===== src/rtl/mold_itch_pkg.sv =====
// Shared constants and FSM state type for the MoldUDP64 -> ITCH header decoder.
package mold_itch_pkg;

  localparam logic [2:0] ERR_NONE   = 3'd0;
  localparam logic [2:0] ERR_ORPHAN = 3'd1;
  localparam logic [2:0] ERR_TRUNC  = 3'd2;
  localparam logic [2:0] ERR_SHORT  = 3'd3;
  localparam logic [2:0] ERR_MASK   = 3'd4;
  localparam logic [2:0] ERR_ZERO   = 3'd5;

  // Byte offsets of the ITCH common header fields within the message.
  localparam int HDR_TYPE_OFF   = 0;
  localparam int HDR_LOCATE_OFF = 1;
  localparam int HDR_TRACK_OFF  = 3;
  localparam int HDR_TS_HI_OFF  = 5;
  localparam int HDR_TS_LO_OFF  = 8;

  localparam int MIN_LEN = 11;

  typedef enum logic [2:0] {
    IDLE = 3'b001,
    HDR1 = 3'b010,
    BODY = 3'b100
  } state_t;

endpackage


===== src/rtl/cnt_ones_thermo.sv =====
// Population count of a byte-lane mask; purely combinational, zero latency, no flow control.
module cnt_ones_thermo #(
  parameter int W  = 8,
  parameter int CW = $clog2(W + 1)
) (
  input  logic [W-1:0]  bits,
  output logic [CW-1:0] cnt
);

  always_comb begin
    cnt = '0;
    for (int i = 0; i < W; i++) begin
      cnt = cnt + CW'(bits[i]);
    end
  end

endmodule


===== src/rtl/mold_itch_hdr.sv =====
// Decodes the ITCH common header from a MoldUDP64 beat stream and forwards beats.
// Data, header and error outputs are registered one cycle; the block never backpressures.
module mold_itch_hdr
  import mold_itch_pkg::*;
#(
  parameter int DATA_W = 64,
  parameter int KEEP_W = 8,
  parameter int ML_W   = 16
) (
  input  logic              clk,
  input  logic              reset,
  input  logic              mold_msg_v_i,
  input  logic              mold_msg_start_i,
  input  logic [ML_W-1:0]   mold_msg_len_i,
  input  logic [KEEP_W-1:0] mold_msg_mask_i,
  input  logic [DATA_W-1:0] mold_msg_data_i,
  output logic              itch_hdr_v_o,
  output logic [7:0]        itch_type_o,
  output logic [15:0]       itch_locate_o,
  output logic [15:0]       itch_track_o,
  output logic [47:0]       itch_ts_o,
  output logic [ML_W-1:0]   itch_len_o,
  output logic              itch_data_v_o,
  output logic              itch_data_start_o,
  output logic              itch_data_last_o,
  output logic [KEEP_W-1:0] itch_data_mask_o,
  output logic [DATA_W-1:0] itch_data_o,
  output logic              itch_err_o,
  output logic [2:0]        itch_err_code_o,
  output logic [31:0]       itch_msg_cnt_o
);

  localparam int PCW = $clog2(KEEP_W + 1);

  state_t            state_q, state_n;
  logic [ML_W-1:0]   remaining_q, remaining_n;
  logic              short_q, short_n;
  logic [PCW-1:0]    pc;
  logic [ML_W-1:0]   pc_w;
  logic              fwd, beat_start, beat_last, mask_ok;
  logic              err_now, hdr_pulse, cnt_inc, lat_hdr0, lat_hdr1;
  logic [2:0]        code;

  logic [31:0]       msg_cnt_q;
  logic              hdr_v_q, data_v_q, data_start_q, data_last_q, err_q;
  logic [2:0]        err_code_q;
  logic [7:0]        type_q;
  logic [15:0]       locate_q, track_q;
  logic [23:0]       ts_hi_q, ts_lo_q;
  logic [ML_W-1:0]   len_q;
  logic [KEEP_W-1:0] mask_q;
  logic [DATA_W-1:0] data_q;

  cnt_ones_thermo #(.W(KEEP_W), .CW(PCW)) u_cnt_ones (
    .bits (mold_msg_mask_i),
    .cnt  (pc)
  );

  assign pc_w = ML_W'(pc);

  always_comb begin
    state_n     = state_q;
    remaining_n = remaining_q;
    short_n     = short_q;
    fwd         = 1'b0;
    beat_start  = 1'b0;
    beat_last   = 1'b0;
    mask_ok     = 1'b1;
    err_now     = 1'b0;
    code        = ERR_NONE;
    hdr_pulse   = 1'b0;
    cnt_inc     = 1'b0;
    lat_hdr0    = 1'b0;
    lat_hdr1    = 1'b0;
    if (mold_msg_v_i) begin
      if (mold_msg_start_i) begin
        if (mold_msg_len_i == '0) begin
          err_now = 1'b1;
          code    = ERR_ZERO;
          state_n = IDLE;
        end else begin
          fwd         = 1'b1;
          beat_start  = 1'b1;
          beat_last   = (mold_msg_len_i <= ML_W'(KEEP_W));
          remaining_n = mold_msg_len_i - pc_w;
          short_n     = (mold_msg_len_i < ML_W'(MIN_LEN));
          if (mold_msg_len_i < ML_W'(MIN_LEN)) begin
            // Too short for a header: pass through without decoding.
            err_now = 1'b1;
            code    = ERR_SHORT;
            state_n = beat_last ? IDLE : BODY;
          end else begin
            lat_hdr0 = 1'b1;
            if (!(&mold_msg_mask_i)) begin
              err_now = 1'b1;
              code    = ERR_MASK;
              state_n = IDLE;
            end else begin
              state_n = HDR1;
            end
          end
        end
        // An interrupted message is the more important event to report.
        if (state_q != IDLE) begin
          err_now = 1'b1;
          code    = ERR_TRUNC;
        end
      end else if (state_q == IDLE) begin
        err_now = 1'b1;
        code    = ERR_ORPHAN;
      end else begin
        fwd         = 1'b1;
        beat_last   = (remaining_q <= ML_W'(KEEP_W));
        remaining_n = remaining_q - pc_w;
        mask_ok     = beat_last ? (pc_w == remaining_q) : (&mold_msg_mask_i);
        if (state_q == HDR1) begin
          lat_hdr1  = 1'b1;
          hdr_pulse = 1'b1;
        end
        if (!mask_ok) begin
          err_now = 1'b1;
          code    = ERR_MASK;
          state_n = IDLE;
        end else if (beat_last) begin
          cnt_inc = !short_q;
          state_n = IDLE;
        end else begin
          state_n = BODY;
        end
      end
    end
  end

  always_ff @(posedge clk) begin
    if (reset) begin
      state_q      <= IDLE;
      remaining_q  <= '0;
      short_q      <= 1'b0;
      msg_cnt_q    <= '0;
      hdr_v_q      <= 1'b0;
      data_v_q     <= 1'b0;
      data_start_q <= 1'b0;
      data_last_q  <= 1'b0;
      err_q        <= 1'b0;
      err_code_q   <= ERR_NONE;
    end else begin
      state_q      <= state_n;
      remaining_q  <= remaining_n;
      short_q      <= short_n;
      if (cnt_inc) begin
        msg_cnt_q <= msg_cnt_q + 32'd1;
      end
      hdr_v_q      <= hdr_pulse;
      data_v_q     <= fwd;
      data_start_q <= fwd & beat_start;
      data_last_q  <= fwd & beat_last;
      err_q        <= err_now;
      err_code_q   <= code;
    end
  end

  // Payload registers are qualified by their valids and carry no reset.
  always_ff @(posedge clk) begin
    if (lat_hdr0) begin
      type_q   <= mold_msg_data_i[8*HDR_TYPE_OFF +: 8];
      locate_q <= {mold_msg_data_i[8*HDR_LOCATE_OFF +: 8],
                   mold_msg_data_i[8*(HDR_LOCATE_OFF+1) +: 8]};
      track_q  <= {mold_msg_data_i[8*HDR_TRACK_OFF +: 8],
                   mold_msg_data_i[8*(HDR_TRACK_OFF+1) +: 8]};
      ts_hi_q  <= {mold_msg_data_i[8*HDR_TS_HI_OFF +: 8],
                   mold_msg_data_i[8*(HDR_TS_HI_OFF+1) +: 8],
                   mold_msg_data_i[8*(HDR_TS_HI_OFF+2) +: 8]};
      len_q    <= mold_msg_len_i;
    end
    if (lat_hdr1) begin
      ts_lo_q <= {mold_msg_data_i[8*(HDR_TS_LO_OFF-KEEP_W) +: 8],
                  mold_msg_data_i[8*(HDR_TS_LO_OFF-KEEP_W+1) +: 8],
                  mold_msg_data_i[8*(HDR_TS_LO_OFF-KEEP_W+2) +: 8]};
    end
    if (fwd) begin
      mask_q <= mold_msg_mask_i;
      data_q <= mold_msg_data_i;
    end
  end

  assign itch_hdr_v_o      = hdr_v_q;
  assign itch_type_o       = type_q;
  assign itch_locate_o     = locate_q;
  assign itch_track_o      = track_q;
  assign itch_ts_o         = {ts_hi_q, ts_lo_q};
  assign itch_len_o        = len_q;
  assign itch_data_v_o     = data_v_q;
  assign itch_data_start_o = data_start_q;
  assign itch_data_last_o  = data_last_q;
  assign itch_data_mask_o  = mask_q;
  assign itch_data_o       = data_q;
  assign itch_err_o        = err_q;
  assign itch_err_code_o   = err_code_q;
  assign itch_msg_cnt_o    = msg_cnt_q;

endmodule


===== config.mk =====
export PLATFORM = sky130hd
export DESIGN_NAME = mold_itch_hdr
export DESIGN_NICKNAME = d
export VERILOG_FILES = /design/src/rtl/mold_itch_pkg.sv /design/src/rtl/cnt_ones_thermo.sv /design/src/rtl/mold_itch_hdr.sv
export SDC_FILE = /design/constraint.sdc
export NUM_CORES = 1
export LEC_CHECK = 0
export ABC_AREA = 1
export BUFFER_PORTS_ARGS = -buffer_cell sky130_fd_sc_hd__buf_2
export CAP_MARGIN = 20
export CORE_ASPECT_RATIO = 0.7
export CORE_UTILIZATION = 35
export CTS_CLUSTER_DIAMETER = 50
export DETAILED_ROUTE_END_ITERATION = 10
export MAX_ROUTING_LAYER = met4
export SLEW_MARGIN = 40
export SYNTH_ARGS = -nofsm -noshare
export SYNTH_HDL_FRONTEND = slang
export SYNTH_HIERARCHICAL = 1
export SYNTH_SLANG_ARGS = --single-unit

===== constraint.sdc =====
create_clock -name clk -period 10.6 [get_ports clk]
set_input_delay 1.06 -clock clk [delete_from_list [all_inputs] [get_ports clk]]
set_output_delay 1.06 -clock clk [all_outputs]
set_load 0.02 [all_outputs]

---- Yosys cells after proc, flatten, opt, wreduce, memory -nomap -nowiden ----
Cells that the tools add are included.
storage, ports and cells
  register bits ........................... 236
  output and inout bits ................... 216
cells by class
  reduce and logical (&&, ||, !) cells .... 7
  add/sub/neg operators ................... 10
  bitwise logic cells ..................... 4
  order comparisons ....................... 3
  equality and inequality tests ........... 6
  mux-type cells .......................... 49
operators by type and width
  kind                                                    count
  two-way mux 16 bit                                      3
  two-way mux 3 bit                                       14
  adder 32 x 1 -> 32 bit (second input constant)          1
  <= comparator 16 x 4 -> 1 bit (second input constant)   2
  subtractor 16 x 4 -> 16 bit                             2
  two-way mux 1 bit                                       31
  adder 4 x 1 -> 4 bit                                    6
  equality test 4 x 16 -> 1 bit                           1
  logical NOT 16 bit                                      1
  < comparator 16 x 4 -> 1 bit (second input constant)    1
  AND reduction 8 bit                                     1
  AND reduction 3 bit                                     2
  inequality test 2 bit (second input constant)           2
  equality test 3 x 1 -> 1 bit (second input constant)    1
  equality test 3 x 2 -> 1 bit (second input constant)    1
  inequality test 3 x 1 -> 1 bit (second input constant)  1
  adder 1 x 1 -> 2 bit                                    1
  bitwise AND 1 bit                                       2
  two-way mux 2 bit                                       1
  NOT 1 bit                                               2
  AND reduction 2 bit                                     1
  OR reduction 2 bit                                      1
  logical NOT 1 bit                                       1

---- Longest topological paths before layout ----
  depth after elaboration ................. 13
  gate-level depth with buffers ........... 23
  depth with buffers taken out ............ 23

---- By module ----
Netlist, hierarchy kept.
modules (own cells, without submodules)
  module           cells each  area an instance (um2)  instances
  mold_itch_hdr    796         9272.6                  1
  cnt_ones_thermo  29          201.4                   1

---- Worst setup path after synthesis ----
Ideal clock, no wire load.
  kind .................................... input-to-reg
  start ................................... input mold_msg_start_i
  end ..................................... register len_q[0], in the netlist itch_len_o[0] (enable)
  path buffers ............................ 1
  data required time ...................... 10.081 ns
  slack ................................... 5.258 ns
  setup time .............................. 0.519 ns
  arrival time ............................ 4.824 ns
  cell stages on the path ................. 3
  cells stage by stage .................... clkbuf_1 > nand2_1 > nor2_1
between the ends
  cells in the longest elaborated chain, start to end .. 2
RTL lines
  element               RTL line              RTL
  from (decl)           mold_itch_hdr.sv:13   input logic mold_msg_start_i,
  two-way mux 1 bit     mold_itch_hdr.sv:76   if (mold_msg_start_i) begin
  two-way mux 1 bit     mold_itch_hdr.sv:75   if (mold_msg_v_i) begin
  net lat_hdr0          mold_itch_hdr.sv:41   logic err_now, hdr_pulse, cnt_inc, lat_hdr0, lat_hdr1;
  to (signal assigned)  mold_itch_hdr.sv:173  len_q <= mold_msg_len_i;
  to (decl)             mold_itch_hdr.sv:50   logic [ML_W-1:0] len_q;
The timed path passes the listed nets, and every way through them passes these cells.
A chain may end at the register's enable or synchronous reset.

---- Final worst setup path ----
  start ................................... input mold_msg_mask_i[0]
  end ..................................... register remaining_q[14]
between the ends
  cells in the longest elaborated chain, start to end .. 10
  elaborated cells between the ends (all ways) .. 12
  those cells by class .................... 9 x add/sub; 3 x mux
RTL lines
  element                                                RTL line                                   RTL
  from (decl)                                            mold_itch_hdr.sv:15                        input logic [KEEP_W-1:0] mold_msg_mask_i,
  adder 1 x 1 -> 2 bit *                                 cnt_ones_thermo.sv:13                      cnt = cnt + CW'(bits[i]);
  adder 4 x 1 -> 4 bit * (6 in series)                   cnt_ones_thermo.sv:13
  net pc[1]                                              mold_itch_hdr.sv:38                        logic [PCW-1:0] pc;
  subtractor 16 x 4 -> 16 bit, on equally long branches  mold_itch_hdr.sv:114, mold_itch_hdr.sv:85
  two-way mux 16 bit, on equally long branches           mold_itch_hdr.sv:108, mold_itch_hdr.sv:77
  two-way mux 16 bit *                                   mold_itch_hdr.sv:76
  to (signal assigned)                                   mold_itch_hdr.sv:148                       remaining_q <= remaining_n;
  to (decl)                                              mold_itch_hdr.sv:36                        logic [ML_W-1:0] remaining_q, remaining_n;
The timed path passes the listed nets; every way through them passes the cells marked *. The select of a mux whose other input is x is not followed.

==> run summary <==
CTS H-tree depth - 1
drt total wl - 25200 um
Clk Latency, worst-skew pair - 0.55 ns
Iteration-0 DRC Markers - 472
Leak Pwr - 5.27 nW
CTS tree - built
max cap viols - 0
max-slew violations - 0
# port buffers - 307
status - finished, final reports clean
Post-Syn Instances - 825
Worst setup SP type - primary input
maximum VDD drop - 116 uV
total grt overflow - 0
Avg Cell Area, Syn - 11.5 um2
Clock Path Buffers - 3
fin util - 47.4%
Synth Register Bits - 236
pwr dens - 187 nW/um2
Final Instance Area - 12400 um2
CP Cell Sequence - buf_2 > inv_1 > fa_1 > fa_1 > fa_1 > inv_1 > ha_1 > inv_1 > fa_1 > inv_1 > inv_1 > fa_1 > nand2_1 > nand2_1 > a21oi_1 > nand3_1 > or2_2 > nand3_1 > nand3_1 > a21oi_1
footprint of the multi-input gates - 2520 um2
sequential-to-total area share from yosys stat - 68.5%
Root Driver - clkbuf_16
Setup crit end kind - flip-flop
top_reg_cell synth - edfxtp_1
Clock transition at path regs - 0.06 ns
final net count - 1264
CP required - 11.07 ns
Total Power - 2.31 mW
flop2flop setup slack - 8.21 ns
via/cell ratio - 4.65
post-synth top area share - 55.8%
top-count cell post-synth - edfxtp_1
Setup Viol. Count Final - 0
Worst Path Arrival - 5.33 ns
Async SR Flop Fraction - 0%
Hold Path Class - flip-flop to flip-flop
ratio of cells with drive above 1 in the final layout - 33.7%
global-route wire length before repair - 38200 um
min cycle time layout - 4.85 ns
GPL Wtd Cong - 0.856
Storage cell area - 6490 um2
Slew HR - 55.2%
DP HPWL - 18600 um
Fin Setup TNS - 0 ns
Fill cells - 2470
clock tree sinks - 236
CP bufs+invs - 6
post-synth cell types - 49
post-cts hold buffer count - 0
die width - 199 um
synthesized cell area - 9470 um2
Top delay family on crit path - adder cells
Die Ht - 140 um
Peak Freq - 206 MHz
Initial Util - 36.3%
CP max-delay cell - fa_1
P&R area growth vs syn - 30.5%
clock buffer count from CTS - 28
DRC - 0
Rows - 49
top post-synthesis cells by area - edfxtp_1, dfxtp_1, nand2_1, inv_1, nor2_1
Yosys warnings - 6
worst clock skew - 0.0105 ns
crit path max fanout - 5
Routed WL per cell - 16.4 um
number of global-route vias before repair - 6760
initial antenna violation count - 4
Vias - 7143
hold slack - 0.466 ns
Area after DPL - 11400 um2
Placeable Area - 26100 um2
Post-CTS Setup Repair Bufs - 0
largest net degree at the start of global routing - 67
critical path class - primary input to flip-flop
period utilisation layout - 45.8%
All-Layer GR Usage - 18.5%
Synth Net Count - 935
max incr delay on CP - 0.55 ns
die area - 27700 um2
EDFF count, synth - 176
Slew @ Worst Pin - 0.672 ns
Fin. Hold Viols - 0
antenna-violating nets left - 0
unrepaired setup endpoints after global routing - no
most frequent cells after synthesis - edfxtp_1, nand2_1, inv_1
DR pass1 iterations - 5
I/O Pins - 308
area leader, netlist - edfxtp_1
PostCTS Resize Cnt - 0
-- flip-flops by register name, indices dropped and copies added (netlist names) --
name,flops
itch_track_o,16
state_q,3
short_q,1
ts_hi_q,24
itch_msg_cnt_o,32
itch_data_last_o,1
itch_data_o,64
remaining_q,16
ts_lo_q,24
itch_hdr_v_o,1
itch_len_o,16
itch_err_o,1
itch_data_start_o,1
itch_data_mask_o,8
itch_type_o,8
itch_locate_o,16
itch_data_v_o,1
itch_err_code_o,3
-- power by group --
| group | total, mW | switching (mW) | internal, mW |
|---|---|---|---|
| registers | 1.05 | 0.0141 | 1.04 |
| logic | 0.326 | 0.222 | 0.104 |
| clock network | 0.933 | 0.392 | 0.541 |
-- cell type report --
type | count | area share [%]
multi-input combinational | 467 | 20.4
clock inverter | 20 | 1.52
clock buffer | 32 | 5.79
sequential | 236 | 52.4
timing repair buffer | 311 | 12.8
antenna | 4 | 0.0809
inverter | 110 | 3.35
tap | 357 | 3.61
-- cells in the final DEF, fill, tap and decap left out, types with 7 or more instances in the layout --
cell / count
buf_2: 307
nand4_1: 14
a21oi_1: 36
edfxtp_1: 176
nand2_1: 151
o21ai_0: 36
nand3_1: 49
ha_1: 12
clkbuf_16: 28
inv_1: 103
xor2_1: 7
nor2_1: 81
clkinv_1: 8
dfxtp_1: 60
nor3_1: 12
nor2_4: 7
-- routing by layer --
metal | up-vias | GRT usage, % | wire length, um
met5 | - | - | 0
met4 | 0 | 3.68 | 384
met3 | 32 | 5.33 | 2040
met2 | 255 | 28.0 | 11400
met1 | 3374 | 24.6 | 11400
li1 | 3482 | - | -
-- path summary, 6_finish.rpt --
kind / startpoint / endpoint / cells past startpoint
hold / removal: itch_msg_cnt_o[4]$_SDFFE_PP0P_ / itch_msg_cnt_o[4]$_SDFFE_PP0P_ / 2
setup reg to reg: state_q[0]$_SDFFE_PP1P_ / itch_data_o[17]$_DFFE_PP_ / 7
hold reg to reg: itch_msg_cnt_o[4]$_SDFFE_PP0P_ / itch_msg_cnt_o[4]$_SDFFE_PP0P_ / 2
setup / recovery: mold_msg_mask_i[0] / remaining_q[14]$_SDFFE_PP0P_ / 20
-- cells by family (layout without fill, tap and decap cells) --
kind of cell               count (synthesis)  after routing  synth area share, %
AOI/OAI and AO/OA                         91             91                 5.30
and+or+nand+nor                          348            348                 17.4
other                                      0              4                    0
DFF                                      236            236                 68.5
xor gates and xnor gates                   9              9                0.832
buffers and inverters                    122            473                 5.03
adders and majority gates                 18             18                 2.85
muxes                                      1              1                0.106
-- metrics by stage --
stage	setup WS [ns]	instances
3_5_place_dp	5.26	1480
3_3_place_gp	5.33	1480
6_report	5.75	1537
2_1_floorplan	5.26	825
4_1_cts	5.83	1532
5_1_grt	5.54	1537
-- worst min-delay path, cell delays in order, from the launching register on --
cell and delay, ns:
dfxtp_1 0.31, inv_1 0.05, a21oi_1 0.05
Power figures use the tool's default switching activity.
